`src/rtl/uart_rx_sequencer.sv`:
```
// 16x-oversampling UART receiver: 8 data bits LSB first, optional parity, one stop bit.
// Delivers each byte over a valid/ready handshake with per-byte error flags and a sticky overrun.
module uart_rx_sequencer #(
    parameter bit PARITY_EN  = 1'b1,
    parameter bit PARITY_ODD = 1'b0
) (
    input  logic       clk,
    input  logic       reset_n,
    input  logic       baud_tick,
    input  logic       serial_in,
    output logic [7:0] rx_data,
    output logic       rx_valid,
    input  logic       rx_ready,
    output logic       parity_error,
    output logic       framing_error,
    output logic       overrun,
    input  logic       clear_errors,
    output logic       busy
);

    typedef enum logic [2:0] {
        IDLE,
        START,
        DATA,
        PARITY,
        STOP,
        BREAK_WAIT
    } state_t;

    state_t      state;
    state_t      state_next;
    logic        sync_q1;
    logic        rxd;
    logic [3:0]  tick_cnt;
    logic [2:0]  bit_cnt;
    logic [7:0]  shift_reg;
    logic        parity_pend;
    logic        tick_mid;
    logic        tick_last;
    logic        frame_done;
    logic        accept_frame;

    assign tick_mid     = baud_tick && (tick_cnt == 4'd6);
    assign tick_last    = baud_tick && (tick_cnt == 4'd15);
    assign frame_done   = (state == STOP) && tick_last;
    assign accept_frame = !rx_valid || rx_ready;

    // Line idles high, so the synchronizer resets to 1 to avoid a false start bit.
    always_ff @(posedge clk or negedge reset_n) begin
        if (!reset_n) begin
            sync_q1 <= 1'b1;
            rxd     <= 1'b1;
        end else begin
            sync_q1 <= serial_in;
            rxd     <= sync_q1;
        end
    end

    always_ff @(posedge clk or negedge reset_n) begin
        if (!reset_n) begin
            state <= IDLE;
        end else begin
            state <= state_next;
        end
    end

    always_comb begin
        state_next = state;
        case (state)
            IDLE:       if (baud_tick && !rxd) state_next = START;
            START:      if (tick_mid) state_next = rxd ? IDLE : DATA;
            DATA:       if (tick_last && (bit_cnt == 3'd7)) state_next = PARITY_EN ? PARITY : STOP;
            PARITY:     if (tick_last) state_next = STOP;
            STOP:       if (tick_last) state_next = rxd ? IDLE : BREAK_WAIT;
            BREAK_WAIT: if (rxd) state_next = IDLE;
            default:    state_next = IDLE;
        endcase
    end

    always_comb begin
        busy = (state != IDLE);
    end

    // Every state change restarts the tick count, so each phase measures from its own entry.
    always_ff @(posedge clk or negedge reset_n) begin
        if (!reset_n) begin
            tick_cnt    <= 4'd0;
            bit_cnt     <= 3'd0;
            shift_reg   <= 8'h00;
            parity_pend <= 1'b0;
        end else begin
            if (state_next != state) begin
                tick_cnt <= 4'd0;
            end else if (baud_tick) begin
                tick_cnt <= tick_cnt + 4'd1;
            end

            if (state != DATA) begin
                bit_cnt <= 3'd0;
            end else if (tick_last) begin
                bit_cnt   <= bit_cnt + 3'd1;
                shift_reg <= {rxd, shift_reg[7:1]};
            end

            if ((state == PARITY) && tick_last) begin
                parity_pend <= (^shift_reg) ^ rxd ^ PARITY_ODD;
            end
        end
    end

    // A completed frame is only loaded when the output slot is free or being emptied this cycle.
    always_ff @(posedge clk or negedge reset_n) begin
        if (!reset_n) begin
            rx_data       <= 8'h00;
            rx_valid      <= 1'b0;
            parity_error  <= 1'b0;
            framing_error <= 1'b0;
            overrun       <= 1'b0;
        end else begin
            if (frame_done && accept_frame) begin
                rx_data       <= shift_reg;
                parity_error  <= PARITY_EN ? parity_pend : 1'b0;
                framing_error <= !rxd;
                rx_valid      <= 1'b1;
            end else if (rx_valid && rx_ready) begin
                rx_valid <= 1'b0;
            end

            if (frame_done && !accept_frame) begin
                overrun <= 1'b1;
            end else if (clear_errors) begin
                overrun <= 1'b0;
            end
        end
    end

endmodule

```
`config.mk`:
```
export PLATFORM = sky130hd
export DESIGN_NAME = uart_rx_sequencer
export DESIGN_NICKNAME = d
export VERILOG_FILES = /design/src/rtl/uart_rx_sequencer.sv
export SDC_FILE = /design/constraint.sdc
export NUM_CORES = 1
export LEC_CHECK = 0
export CORE_MARGIN = 2
export CORE_UTILIZATION = 25
export DETAILED_ROUTE_END_ITERATION = 10
export DONT_BUFFER_PORTS = 1
export GPL_TIMING_DRIVEN = 0
export PLACE_DENSITY = 0.46
export SYNTH_ARGS = -nofsm -noshare
export SYNTH_HDL_FRONTEND = slang
export SYNTH_SLANG_ARGS = --single-unit
```
`constraint.sdc`:
```
create_clock -name clk -period 4.8 [get_ports clk]
set_input_delay 0.72 -clock clk [delete_from_list [all_inputs] [get_ports clk]]
set_output_delay 0.72 -clock clk [all_outputs]
set_load 0.02 [all_outputs]
```
# Yosys cells after proc, flatten, opt, wreduce, memory -nomap -nowiden
# Cells that the tools add are included.
[classes]
add_sub_neg = 2
eq_ne = 10
muxes = 17
n_bitwise = 2
reduce_logical = 21
[op_table]
columns = ["cell", "count"]
rows = [
  ["2-to-1 mux 3 bit", 9],
  ["case mux 3 bit (6 select lines)", 1],
  ["equality test 3 bit, second input constant", 3],
  ["logical AND 1 bit", 9],
  ["2-to-1 mux 4 bit", 2],
  ["nonzero test 2 bit", 4],
  ["XOR reduction 8 bit", 1],
  ["equality test 3 x 2 -> 1 bit, second input constant", 2],
  ["adder 4 x 1 -> 4 bit, second input constant", 1],
  ["equality test 4 x 3 -> 1 bit, second input constant", 1],
  ["equality test 4 bit, second input constant", 1],
  ["2-to-1 mux 1 bit", 4],
  ["adder 3 x 1 -> 3 bit, second input constant", 1],
  ["equality test 3 x 1 -> 1 bit, second input constant", 1],
  ["zero test 1 bit", 3],
  ["zero test 3 bit", 1],
  ["inequality test 3 x 2 -> 1 bit, second input constant", 1],
  ["inequality test 3 bit", 1],
  ["nonzero test 3 bit", 1],
  ["2-to-1 mux 2 bit", 1],
  ["AND reduction 2 bit", 1],
  ["logical OR 1 bit", 1],
  ["NOT 1 bit", 1],
  ["bitwise XOR 1 bit", 1],
]
[word_totals]
register_bits = 33
in_bits = 6
out_inout_bits = 13
elab_cells = 64

# Depth between registers and ports, before layout
# Gate-level depths: netlist of run 1.
[logic_depth]
word_depth = 7
mapped_depth = 7

# Worst setup path before layout of run 1
# Ideal clock, no wire load.
[synth_timing]
path_kind = "in2reg"
start = "input port baud_tick"
end = "register parity_error"
setup_ps = 125
t_arrival_ps = 1749
required_ps = 4675
setup_slack_ps = 2926
path_stages = 6
n_path_buf = 3
cell_sequence = "buf_4 and4_4 buf_6 nand4_2 buf_6 mux2_4"
[synth_via]
elab_chain_cells = 3
[synth_rtl]
columns = ["element", "line_no", "source"]
rows = [
  ["start, declared", "9", "input logic baud_tick,"],
  ["logical AND 1 bit", "44", "assign tick_last = baud_tick && (tick_cnt == 4'd15);"],
  ["logical AND 1 bit", "45", "assign frame_done = (state == STOP) && tick_last;"],
  ["logical AND 1 bit", "120", "if (frame_done && accept_frame) begin"],
  ["end signal, assigned", "122", "parity_error <= PARITY_EN ? parity_pend : 1'b0;"],
  ["end, declared", "14", "output logic parity_error,"],
]
# No other way between the ends.
# A chain may end at the register's enable or synchronous reset.

# Final worst setup path of run 1
[layout_timing]
start = "register state[0]"
end = "output port busy"
[layout_via]
elab_chain_cells = 1
[layout_rtl]
columns = ["element", "line_no", "source"]
rows = [
  ["start, declared", "30", "state_t state;"],
  ["start signal, assigned", "63", "state <= state_next;"],
  ["nonzero test 3 bit", "81", "busy = (state != IDLE);"],
  ["end, declared", "18", "output logic busy"],
]
# No other way between the ends.

==> impl_summary.md, run 1 <==
Timing
The worst path uses 42.5% of the clock period. Setup repair after global routing left no endpoint under its margin. The number of pins with negative max-slew slack in the final report is 0. The final period demand of the worst path is 2.04 ns. Final hold analysis gives a worst-case slack of 0.126 ns. The final setup TNS is 0 ns. Between clock sinks in the finished design, the worst skew comes to 0.00921 ns. The number of hold-slack violations in the final timing report came to 0. For the pin with the worst max-slew slack, the measured transition is 0.559 ns. Setup violations remaining at the end of the flow were counted as 0.

The worst path meets setup with 2.76 ns of slack. Static timing analysis puts the maximum clock frequency at 490 MHz. The worst-case headroom to the max-slew limit is 62.6%.

Routing
The detailed router put a total of 1400 µm of wire on met1. After the first detailed-routing iteration, the DRC count stood at 55. Dividing the detail-routed wire length by the instance count gives 14.6 µm. The final route contains 1053 vias. Once detail routing completed, the nets flagged for antenna violations numbered 0. The number of remaining DRC errors is 0.

Summed over all nets, wire length on met2 after detailed routing comes to 1740 µm. The iteration count of the initial detailed-routing pass is 4. The routed wire length is 3300 µm.

The detailed-route vias per instance is 4.66. After detailed routing, the met3 layer carries 148 µm of wire. The top layer used by detailed routing is met4.

Layout
The filler cells instantiated in the layout total 703. From synthesis to final layout, the design area changed by 10.9%. 0 antenna diodes ended up in the layout. The final standard cell utilization of the core is 28.3%. After routing the design area is 1890 µm².

The net count of the finished layout is 155. The share of layout cells above drive strength 1 is 28.1%. The number of cells in the finished layout apart from fillers is 226.

Place
Including well taps, the total number of placed cells is 218. Routability-driven placement finished with a final weighted congestion of 0.805. OpenSTA, run right after detailed placement, puts the worst setup slack at 2.78 ns.

Buffers placed on the I/O ports in this run total 0. Detailed placement finished with a half-perimeter wire length of 2420 µm. The post-detailed-placement cell area is 1800 µm².

Yosys
The most used flip-flop cell after synthesis is dfrtp_1. The flop and latch count out of synthesis is 33. The number of enable flip-flop cells after synthesis is 0.

After synthesis, the share of flip-flops with an asynchronous set or reset is 100%. Summing every instance area after synthesis gives 1700 µm². Yosys printed 0 warnings. The cell count after synthesis is 138.

The net count after synthesis is 148. After synthesis, the cell types taking the most area are dfrtp_1, mux2_4, mux2_2. The mean area per synthesized cell is 12.3 µm². In the synthesized netlist, the cells that appear most often are dfrtp_1, mux2_2, nand2_1. The unique cell type count in the Yosys netlist is 37.

dfrtp_1 is the most common cell in the netlist. The area share of the largest cell type after synthesis is 45.5%. The synthesized design spends more area on one cell type than any other, namely dfrtp_1. After synthesis, flip-flops and latches occupy 48.6% of the total area.

Power
Dividing total power by cell area gives a power density of 370 nW/µm². The total design power is 0.700 mW. In this run the static leakage power is 0.850 nW. The worst voltage drop across the vdd grid is 0.152 mV.

Clock tree
In this run the clock root is driven by a clkbuf_8. In this run, post-CTS hold repair placed 0 buffers. In this run, post-CTS repair resized a total of 0 instances. Counting every sink on the clock net gives 33. After clock tree synthesis, the setup repair step added 0 buffers. Buffers inserted during clock tree synthesis total 5. TritonCTS built the clock tree.

CTS built an H-tree with a depth of 2. The clock-pin slew of the registers on the worst-case setup and hold paths is 0.07 ns. The maximum clock path buffer count is 2. The clock latency on the worst-skew pair is 0.28 ns.

Critical path
The critical path in this run is classified as flip-flop to primary output. The type of element launching the critical path is a flip-flop. The critical path launch point is state[0]$_DFF_PN0_. The library cell contributing the largest single delay on the critical path is dfrtp_1.

The largest driver fanout on the critical path is 10. The endpoint arrival time on the critical path is 1.32 ns. On the worst path, the slowest cell contributes a delay of 0.37 ns. For flop-to-flop paths, the worst setup slack is 2.98 ns. The endpoint type of the worst setup path is a primary output. The worst register-to-register path begins at tick_cnt[0]$_DFFE_PN0P_. The kind of cell with the highest combined delay along the critical path is simple AND/OR/NAND/NOR gates.

Together, buffers and inverters on the worst path number 1. The signal on the critical path passes through buf_2, nor2_1, nand2_1. The data required time of the worst path is 4.08 ns.

Floorplan
The initialized floorplan defines 30 standard-cell rows. From left edge to right edge, the die measures 86.6 µm. For this design the top-level I/O count stands at 19. The placeable core region is 6680 µm².

The die covers 7490 µm². The initial core utilization is 25.5%. In this run the vertical extent of the chip is 86.6 µm.

Global route
The first-pass GRT wire length is 5450 µm. After global routing the overflow that remains totals 0. The maximum number of pins on one net before global-route repair is 34. The initial antenna violation count was 0. Global routing consumed, over all layers together, 9.50% of the routing resources. The via count of the first global-routing pass is 1102.

Status
The run finished with clean final reports.

Flow run
Across the run, the number of max-cap violations was 0.

Min path
The worst hold path belongs to the class input port to asynchronous set/reset pin.
==> cells in the final DEF (no fill, tap or decap), drive strengths merged, types with 2 or more instances in the layout <==
master,instances
nand2,10
dfrtp,31
xnor2,8
inv,5
or3b,2
clkinv,3
mux2,18
nor2,4
nand4,3
a211oi,3
a21oi,4
mux2i,5
dfstp,2
clkbuf,5
nand2b,2
ha,4
xor2,2
buf,7
o211ai,8
nand3,4
o21ai,4
==> layout make-up <==
type	instances	area (µm²)	area share [%]
well taps	80	100	5.29
plain buffers	7	62.6	3.31
multi-input cells	92	791	41.8
flip-flops and latches	33	828	43.8
inverters	6	22.5	1.19
clock buffers	5	68.8	3.64
clock inverters	3	17.5	0.927
==> cell families after synthesis <==
| kind of cell | synth area share (%) |
|---|---|
| buf+inv | 4.99 |
| mux | 16.6 |
| compound gates | 9.47 |
| fa+ha+maj | 2.94 |
| simple gates | 10.9 |
| xor+xnor | 6.46 |
| flops | 48.6 |
==> where the power goes <==
part | switching, mW | leakage, nW | internal (mW)
Sequential | 0.0212 | 0.447 | 0.300
Combinational | 0.112 | 0.359 | 0.0689
Clock | 0.0979 | 0.0439 | 0.0999
Total | 0.231 | 0.850 | 0.469
==> path summary, 6_finish.rpt <==
| check | endpoint | cells past startpoint |
|---|---|---|
| setup / recovery | busy | 3 |
| hold / removal | shift_reg[2]$_DFFE_PN0P_ | 0 |
| setup reg to reg | tick_cnt[0]$_DFFE_PN0P_ | 6 |
| hold reg to reg | rxd$_DFF_PN1_ | 0 |
| max in group asynchronous | rxd$_DFF_PN1_ | 0 |
| min in group clk | rxd$_DFF_PN1_ | 0 |
==> per-layer routing <==
layer | up-vias | track usage [%]
li1 | 503 | -
met1 | 527 | 10.8
met2 | 21 | 16.8
met3 | 2 | 3.24
met4 | 0 | 2.98
met5 | - | 0
Note: power is estimated with default switching activity, not from simulation.
==> run 2: changes to the inputs <==
--- a/config.mk
+++ b/config.mk
@@ -5,6 +5,7 @@
 export SDC_FILE = /design/constraint.sdc
 export NUM_CORES = 1
 export LEC_CHECK = 0
+export ABC_AREA = 1
 export CORE_MARGIN = 2
 export CORE_UTILIZATION = 25
 export DETAILED_ROUTE_END_ITERATION = 10
==> constraint.sdc (replaced) <==
create_clock -name clk -period 1.96 [get_ports clk]
set_input_delay 0.294 -clock clk [delete_from_list [all_inputs] [get_ports clk]]
set_output_delay 0.294 -clock clk [all_outputs]
set_load 0.02 [all_outputs]
==> impl_summary.md, run 2 <==
Critical path
Counting both buffers and inverters, the worst setup path holds a total of 2. Of all nets on the critical path, the largest fanout is 10. The stage delay of the slowest cell on the critical path is 0.40 ns. For the worst flop-to-flop path, the logic depth is 9. The family with the most delay on the worst path is simple AND/OR/NAND/NOR gates. The worst setup path is launched from a flip-flop. The worst setup path is of the flip-flop to flip-flop kind. The signal on the critical path passes through ha_1, nand2_2, inv_1, nand2_2, nor4_4, nand2_4, buf_6, nand2_1, nand2_1. The launch instance of the worst register-to-register path is tick_cnt[0]$_DFFE_PN0P_. The endpoint identified for the worst register-to-register timing path is parity_error$_DFFE_PN0P_. The critical path launch point is tick_cnt[0]$_DFFE_PN0P_. The endpoint arrival time on the critical path is 1.85 ns. STA classifies the critical path endpoint as a flip-flop. The slowest stage of the critical path is the dfrtp_1 cell. The slack of the worst reg-to-reg path is 0.29 ns. At the worst endpoint, the required time is 2.14 ns.

Routing
The remaining number of nets flagged by the antenna check after routing is 0. The number of vias in the routed layout is 1184. After detailed routing, the total wire length is 3190 µm. The first TritonRoute pass finished after 4 iterations. After detailed routing, the number of vias per cell comes to 4.18. The routed wirelength normalized by instance count is 11.3 µm. The number of DRC markers after the initial detailed-route iteration is 74. The number of remaining DRC errors is 0.

Clock tree
Clock latency on the worst-skew pair, taken at its later pin, is 0.28 ns. CTS placed an instance of clkbuf_8 at the clock tree root. Counting the buffers created by CTS gives 5. The clock-pin slew of the registers on the worst-case setup and hold paths is 0.07 ns.

The CTS tree is done. Clock tree synthesis found a total of 33 sinks. The longest clock path from root to sink contains 2 buffers. The H-tree was split into 2 levels.

Min path
The hold path endpoint is overrun$_DFFE_PN0P_. In this run the worst hold path is classified as input port to flip-flop. Counting instances, the worst hold path has a depth of 1. The critical hold path startpoint is clear_errors.

Place
The count of buffers added on input and output ports is 0. After detailed placement, the design holds a cell count of 272. Summed over all nets, the half-perimeter wirelength after detailed placement is 2230 µm. The worst setup timing slack at the placement stage is 0.264 ns. The congestion estimate from routability-driven global placement came to 0.760.

The post-detailed-placement cell area is 1760 µm².

Floorplan
In this run the vertical extent of the chip is 85.6 µm. Row generation in the floorplan step produced 29 rows. The die covers 7320 µm². The die is 85.6 µm wide. In this run the count of I/O pins placed on the die edge is 19.

Once the floorplan was initialized, standard cells occupied 26.0% of the core. The region available for standard cell placement spans 6390 µm².

Timing
The worst-case headroom to the max-slew limit is 75.4%. The final worst clock skew is 0.00742 ns. The number of pins with negative max-slew slack in the final report was 0. The maximum clock frequency is 597 MHz. The minimum setup slack in the final design is 0.286 ns. The worst path needs 1.67 ns of the cycle, external delays included. The final-report setup violation count is 0. Setup repair after global routing left no endpoint under its margin. The number of hold-slack violations in the final timing report is 0. The worst hold slack after final layout is 0.118 ns. The post-route clock period utilization is 85.4%.

Adding up every negative setup slack in the final design gives 0 ns. The actual slew at the worst max-slew pin is 0.367 ns.

Global route
The maximum number of pins on one net before global-route repair is 34. The first-pass GRT wire length is 5700 µm. The total congestion overflow is 0. The initial antenna violation count is 0.

The via count of the first global-routing pass was 1225. The combined global-route utilization of all metal layers is 10.1%.

Yosys
The count of yosys warnings during synthesis is 0. The cell count after synthesis came out at 195. For this run, the register share of the synthesized area comes to 49.8%.

In the synthesized netlist, mux cells make up 0% of the area. After synthesis, the largest family of logic cells by area is simple AND/OR/NAND/NOR gates. By area the synthesized netlist is led by dfrtp_1, nand2_1, inv_1.

The area share of the largest cell type after synthesis is 46.7%. The cell area that synthesis handed to floorplanning was 1660 µm². The most used flip-flop cell after synthesis is dfrtp_1. The share of synthesized cell area in full adder, half adder and majority cells is 3.01%.

The number of nets handed over by synthesis was 205. After synthesis, the mean cell area works out to 8.53 µm². The share of synthesized flip-flops with an asynchronous set or reset is 100%. The unique cell type count in the Yosys netlist is 25.

The synthesized design spends more area on one cell type than any other, namely dfrtp_1. The most instantiated library cell after synthesis is nand2_1. The synthesized netlist devotes 7.30% of its cell area to compound gates.

In the synthesized netlist, the cells that appear most often are nand2_1, dfrtp_1, inv_1. The synthesized netlist devotes 4.74% of its cell area to XOR and XNOR gates. The simple-gate portion of the synthesized area is 27.3%. The flop and latch count out of synthesis is 33.

In this run, synthesis inferred 0 flip-flops with an integrated enable.

Power
The analysis attributes to cell leakage a power of 0.940 nW. Total power for the finished layout comes to 1.73 mW. The power density over the cells is 908 nW/µm². The switching fraction of total power is 29.9%. In this run, flip-flops and latches consume 44.7% of the power. The portion of total power attributed to the clock network is 36.4%. The internal portion of the total power is 1.21 mW.

The share of total power dissipated in combinational logic is 18.9%. The analysis attributes to net switching a power of 0.517 mW. The worst voltage drop across the vdd grid is 0.329 mV.

Layout
The area growth from synthesis to final layout is 14.7%. The library cell used most frequently in the layout, excluding fill and tap cells, is nand2_1. In the layout the commonest cells are nand2_1, dfrtp_1, inv_1.

Measured on the finished design, the core utilization comes to 29.9%. The design area is 1910 µm². At the end of the flow, the number of nets in the layout was 215. After filler insertion, the fill cell instance count of the layout stands at 682. The count of cells in the finished layout, fillers not included, comes to 283.

In the final layout, the share of cells above drive strength 1 is 15.5%. The number of antenna diodes in the final layout is 0.

Flow run
The max capacitance violation total is 0.

Status
The run finished with clean final reports.
-- run 2: cell count changes after synthesis, moves of 4 or more --
cell      change
nor2_1       +10
a21oi_1       -4
mux2_2       -10
mux2_4        -8
o21ai_0       +6
nand2_1      +48
o21ai_2       +7
mux2i_1       -5
o211ai_1      -8
nand3_1      +11
inv_1        +19
-- run 2: power groups by stage --
stage / Clock, mW / Sequential [mW] / Combinational, mW
finish: 0.630 / 0.774 / 0.328
global placement: 0 / 0.786 / 0.309
global route: 0.684 / 0.781 / 0.386
CTS: 0.663 / 0.774 / 0.332
detailed placement: 0 / 0.787 / 0.308
floorplan: 0 / 0.776 / 0.256
-- run 2: cell families (layout without fill, tap and decap cells) --
logic type,count (synthesis),after routing
xor gates and xnor gates,9,9
adders and majority gates,4,4
buffers and inverters,31,42
AOI/OAI and AO/OA,19,19
DFF,33,33
and+or+nand+nor,99,99
-- run 2: worst max path at each step --
stage	to	slack [ns]	depth (start not counted)
6_report	parity_error$_DFFE_PN0P_	0.29	9
5_1_grt	parity_error$_DFFE_PN0P_	0.07	9
4_1_cts	parity_error$_DFFE_PN0P_	0.25	9
3_5_place_dp	parity_error$_DFFE_PN0P_	0.26	9
3_3_place_gp	parity_error$_DFFE_PN0P_	0.28	9
2_1_floorplan	parity_error$_DFFE_PN0P_	0.47	9
-- run 2: layout make-up --
type / instances / area, µm² / share of cell area [%]
flip-flops and latches: 33 / 828 / 43.4
multi-input cells: 131 / 704 / 36.9
inverters: 27 / 101 / 5.31
well taps: 77 / 96.3 / 5.05
clock buffers: 6 / 72.6 / 3.81
repair buffers: 3 / 40.0 / 2.10
clock inverters: 2 / 35.0 / 1.84
plain buffers: 4 / 28.8 / 1.51
-- run 2: worst reg2reg max path: stages (launching register included) --
cell	delay, ns
dfrtp_1	0.40
ha_1	0.18
nand2_2	0.08
inv_1	0.07
nand2_2	0.09
nor4_4	0.28
nand2_4	0.17
buf_6	0.20
nand2_1	0.06
nand2_1	0.04
-- run 2: timing repair --
action | 4_1_cts | 5_1_grt
hold endpoints to repair | 34 | 0
gates resized for setup | 0 | 0
hold buffers | 3 | 0
buffers inserted | 0 | 0
-- run 2: per-layer routing --
| metal | global-route usage [%] | wire length, µm |
|---|---|---|
| met5 | 0 | 0 |
| met4 | 4.76 | 70 |
| met3 | 3.27 | 130 |
| met2 | 16.6 | 1400 |
| met1 | 11.9 | 1590 |
==> run 3: changes to the inputs <==
--- a/config.mk
+++ b/config.mk
@@ -6,6 +6,7 @@
 export NUM_CORES = 1
 export LEC_CHECK = 0
 export ABC_AREA = 1
+export CORE_ASPECT_RATIO = 1.75
 export CORE_MARGIN = 2
 export CORE_UTILIZATION = 25
 export DETAILED_ROUTE_END_ITERATION = 10
==> impl_summary.md, run 3 (synthesis gave the netlist of run 2 again) <==
Routing
The routed wire length is 3320 µm. The iteration count of the initial detailed-routing pass is 4. In this run the remaining antenna-violating nets after routing total 0. The number of vias in the routed layout is 1212.

The routed wirelength normalized by instance count is 11.6 µm. The first routing iteration left 38 violations. For this run, design rule violations remaining after detail routing come to 0. After detailed routing, the number of vias per cell comes to 4.22.

Timing
The final-report setup violation count is 0. The final setup TNS is 0 ns. The routed design could run at a clock period as short as 1.67 ns.

The maximum clock frequency is 600 MHz. The number of hold-slack violations in the final timing report was 0. Setup repair after global routing left no endpoint under its margin. Measured against its own limit, the worst slew margin works out to 76.2%. The number of pins with negative max-slew slack in the final report is 0. The post-route clock period utilization is 85.0%.

At the pin with the least slew margin, the transition time is 0.355 ns. For the final database, setup skew stands at 0.00415 ns.

Global route
Entering global routing, the biggest net connects 34 pins. The first-pass GRT wire length is 5870 µm. The total congestion overflow is 0.

The initial antenna violation count is 0. Global routing used 10.4% of the available tracks. The via count of the first global-routing pass was 1317.

Floorplan
19 I/O pins were placed. In this run the horizontal extent of the chip is 65.7 µm. The vertical extent of the die is 112 µm. The die footprint is 7350 µm².

The count of standard-cell rows is 39. In this run the standard cell core region covers 6490 µm². The initial core utilization is 25.6%.

Critical path
The stage delay of the slowest cell on the critical path is 0.39 ns. Data arrives at the worst endpoint at 1.83 ns. The worst register-to-register path has a setup slack of 0.29 ns. The worst register-to-register path begins at tick_cnt[0]$_DFFE_PN0P_.

The worst setup path is captured at a flip-flop. The largest driver fanout on the critical path is 10. Traced cell by cell, the critical path runs through ha_1, nand2_2, inv_1, nand2_2, nor4_4, nand2_4, buf_6, nand2_1, nand2_1.

Grouping stages by cell kind, the critical path spends the most delay in simple AND/OR/NAND/NOR gates. The slowest stage of the critical path is the dfrtp_1 cell. The most critical setup path has its startpoint at tick_cnt[0]$_DFFE_PN0P_.

The data required time of the worst path is 2.12 ns. The worst setup path category is flip-flop to flip-flop. The type of element launching the critical path is a flip-flop. The number of buffer and inverter stages on the critical path is 2.

Layout
The leading cell type in the layout, fill and taps excluded is nand2_1. The library cells used most frequently in the layout, excluding fill and tap cells, are nand2_1, dfrtp_1, inv_1. The count of nets after finishing is 214. The area growth from synthesis to layout is 16.3%.

The number of fill cells is 700. The count of antenna diodes in the layout is 0. Cells with a size suffix above 1 make up 15.6% of the layout.

Place
The placer's final routability congestion estimate is 0.717. The count of buffers added on input and output ports is 0. Summed over all nets, the half-perimeter wirelength after detailed placement is 2480 µm.

Clock tree
Gates resized during post-CTS repair numbered 0. The H-tree depth is 2. The clock sink count is 33. The clock-pin slew of the registers on the worst-case setup and hold paths is 0.05 ns. The maximum clock path buffer count is 2. TritonCTS built the clock tree.

The cell at the root of the clock tree is clkbuf_16. The CTS buffer count is 5. The clock latency on the worst-skew pair is 0.27 ns.

Power
The switching fraction of total power is 29.1%. The worst-case IR drop observed on VDD is 0.505 mV. The part of the power in registers is 42.2%.

In this run the power spent charging and discharging nets is 0.535 mW. The combinational group share of total power is 17.6%. The internal power of the cells is 1.30 mW. Power spread over the standard cell area amounts to 950 nW/µm². For this design the static power due to leakage is 0.951 nW.

The total design power is 1.84 mW. The portion of total power attributed to the clock network is 40.2%.

Status
The run finished with clean final reports.

Min path
The path category of the worst min-delay check is input port to flip-flop. The critical hold path startpoint is serial_in.

Flow run
Across the run, the number of max-cap violations was 0.
## run 3: changes by cell type in the layout (fill, tap and decap cells not counted), sizes merged
cell         change
dlygate4sd3      -1
bufinv           -1
clkinv           +1
## run 3: final timing paths
path	to	cells past startpoint
min in group asynchronous	tick_cnt[2]$_DFFE_PN0P_	2
setup reg to reg	parity_error$_DFFE_PN0P_	9
max in group asynchronous	sync_q1$_DFF_PN1_	2
hold / removal	sync_q1$_DFF_PN1_	0
setup / recovery	parity_error$_DFFE_PN0P_	9
hold reg to reg	rxd$_DFF_PN1_	0
## run 3: what timing repair did
| action | CTS | global route |
|---|---|---|
| hold buffers | 2 | 0 |
| hold endpoints to repair | 33 | 0 |
| setup buffers | 0 | 0 |
## run 3: layer usage
metal | wire length [µm] | vias up | global-route usage (%)
li1 | - | 629 | -
met1 | 1220 | 560 | 9.67
met3 | 130 | 6 | 3.03
met5 | 0 | - | 0
met4 | 73 | 0 | 4.58
met2 | 1900 | 17 | 19.9
## run 3: power groups by stage
stage / Combinational, mW / Sequential, mW / Clock, mW
after CTS: 0.332 / 0.775 / 0.768
after global routing: 0.377 / 0.783 / 0.797
after global placement: 0.305 / 0.787 / 0
after floorplan: 0.256 / 0.776 / 0
final: 0.324 / 0.775 / 0.738
after detailed placement: 0.310 / 0.787 / 0
## run 3: worst register-to-register path: cells and delay by family, from the launching register on
kind,cells,cell delay (ns)
flip-flops,1,0.39
adder cells (fa/ha/maj),1,0.18
AND/OR/NAND/NOR,6,0.73
buffers and inverters,2,0.26
## run 3: layout make-up
type                            instances  area (µm²)  area share [%]
Clock buffer                            6         129            6.66
Timing Repair Buffer                    2        30.0            1.55
Multi-Input combinational cell        131         704            36.4
Clock inverter                          2        10.0           0.517
Buffer                                  4        28.8            1.49
Tap cell                               82         103            5.30
Inverter                               27         101            5.24
Sequential cell                        33         828            42.8
## run 3: per-stage QoR
| stage | hold WS, ns | util, % | area (µm²) | worst slack [ns] | std cells |
|---|---|---|---|---|---|
| after global placement | -0.000482 | 27.2 | 1770 | 0.250 | 277 |
| final | 0.0190 | 29.8 | 1930 | 0.294 | 287 |
| after CTS | 0.0121 | 29.8 | 1930 | 0.244 | 287 |
| after detailed placement | -0.000571 | 27.2 | 1770 | 0.256 | 277 |
| after global routing | 0.00845 | 29.8 | 1930 | 0.105 | 287 |
| after floorplan | -0.00159 | - | 1660 | 0.474 | 195 |
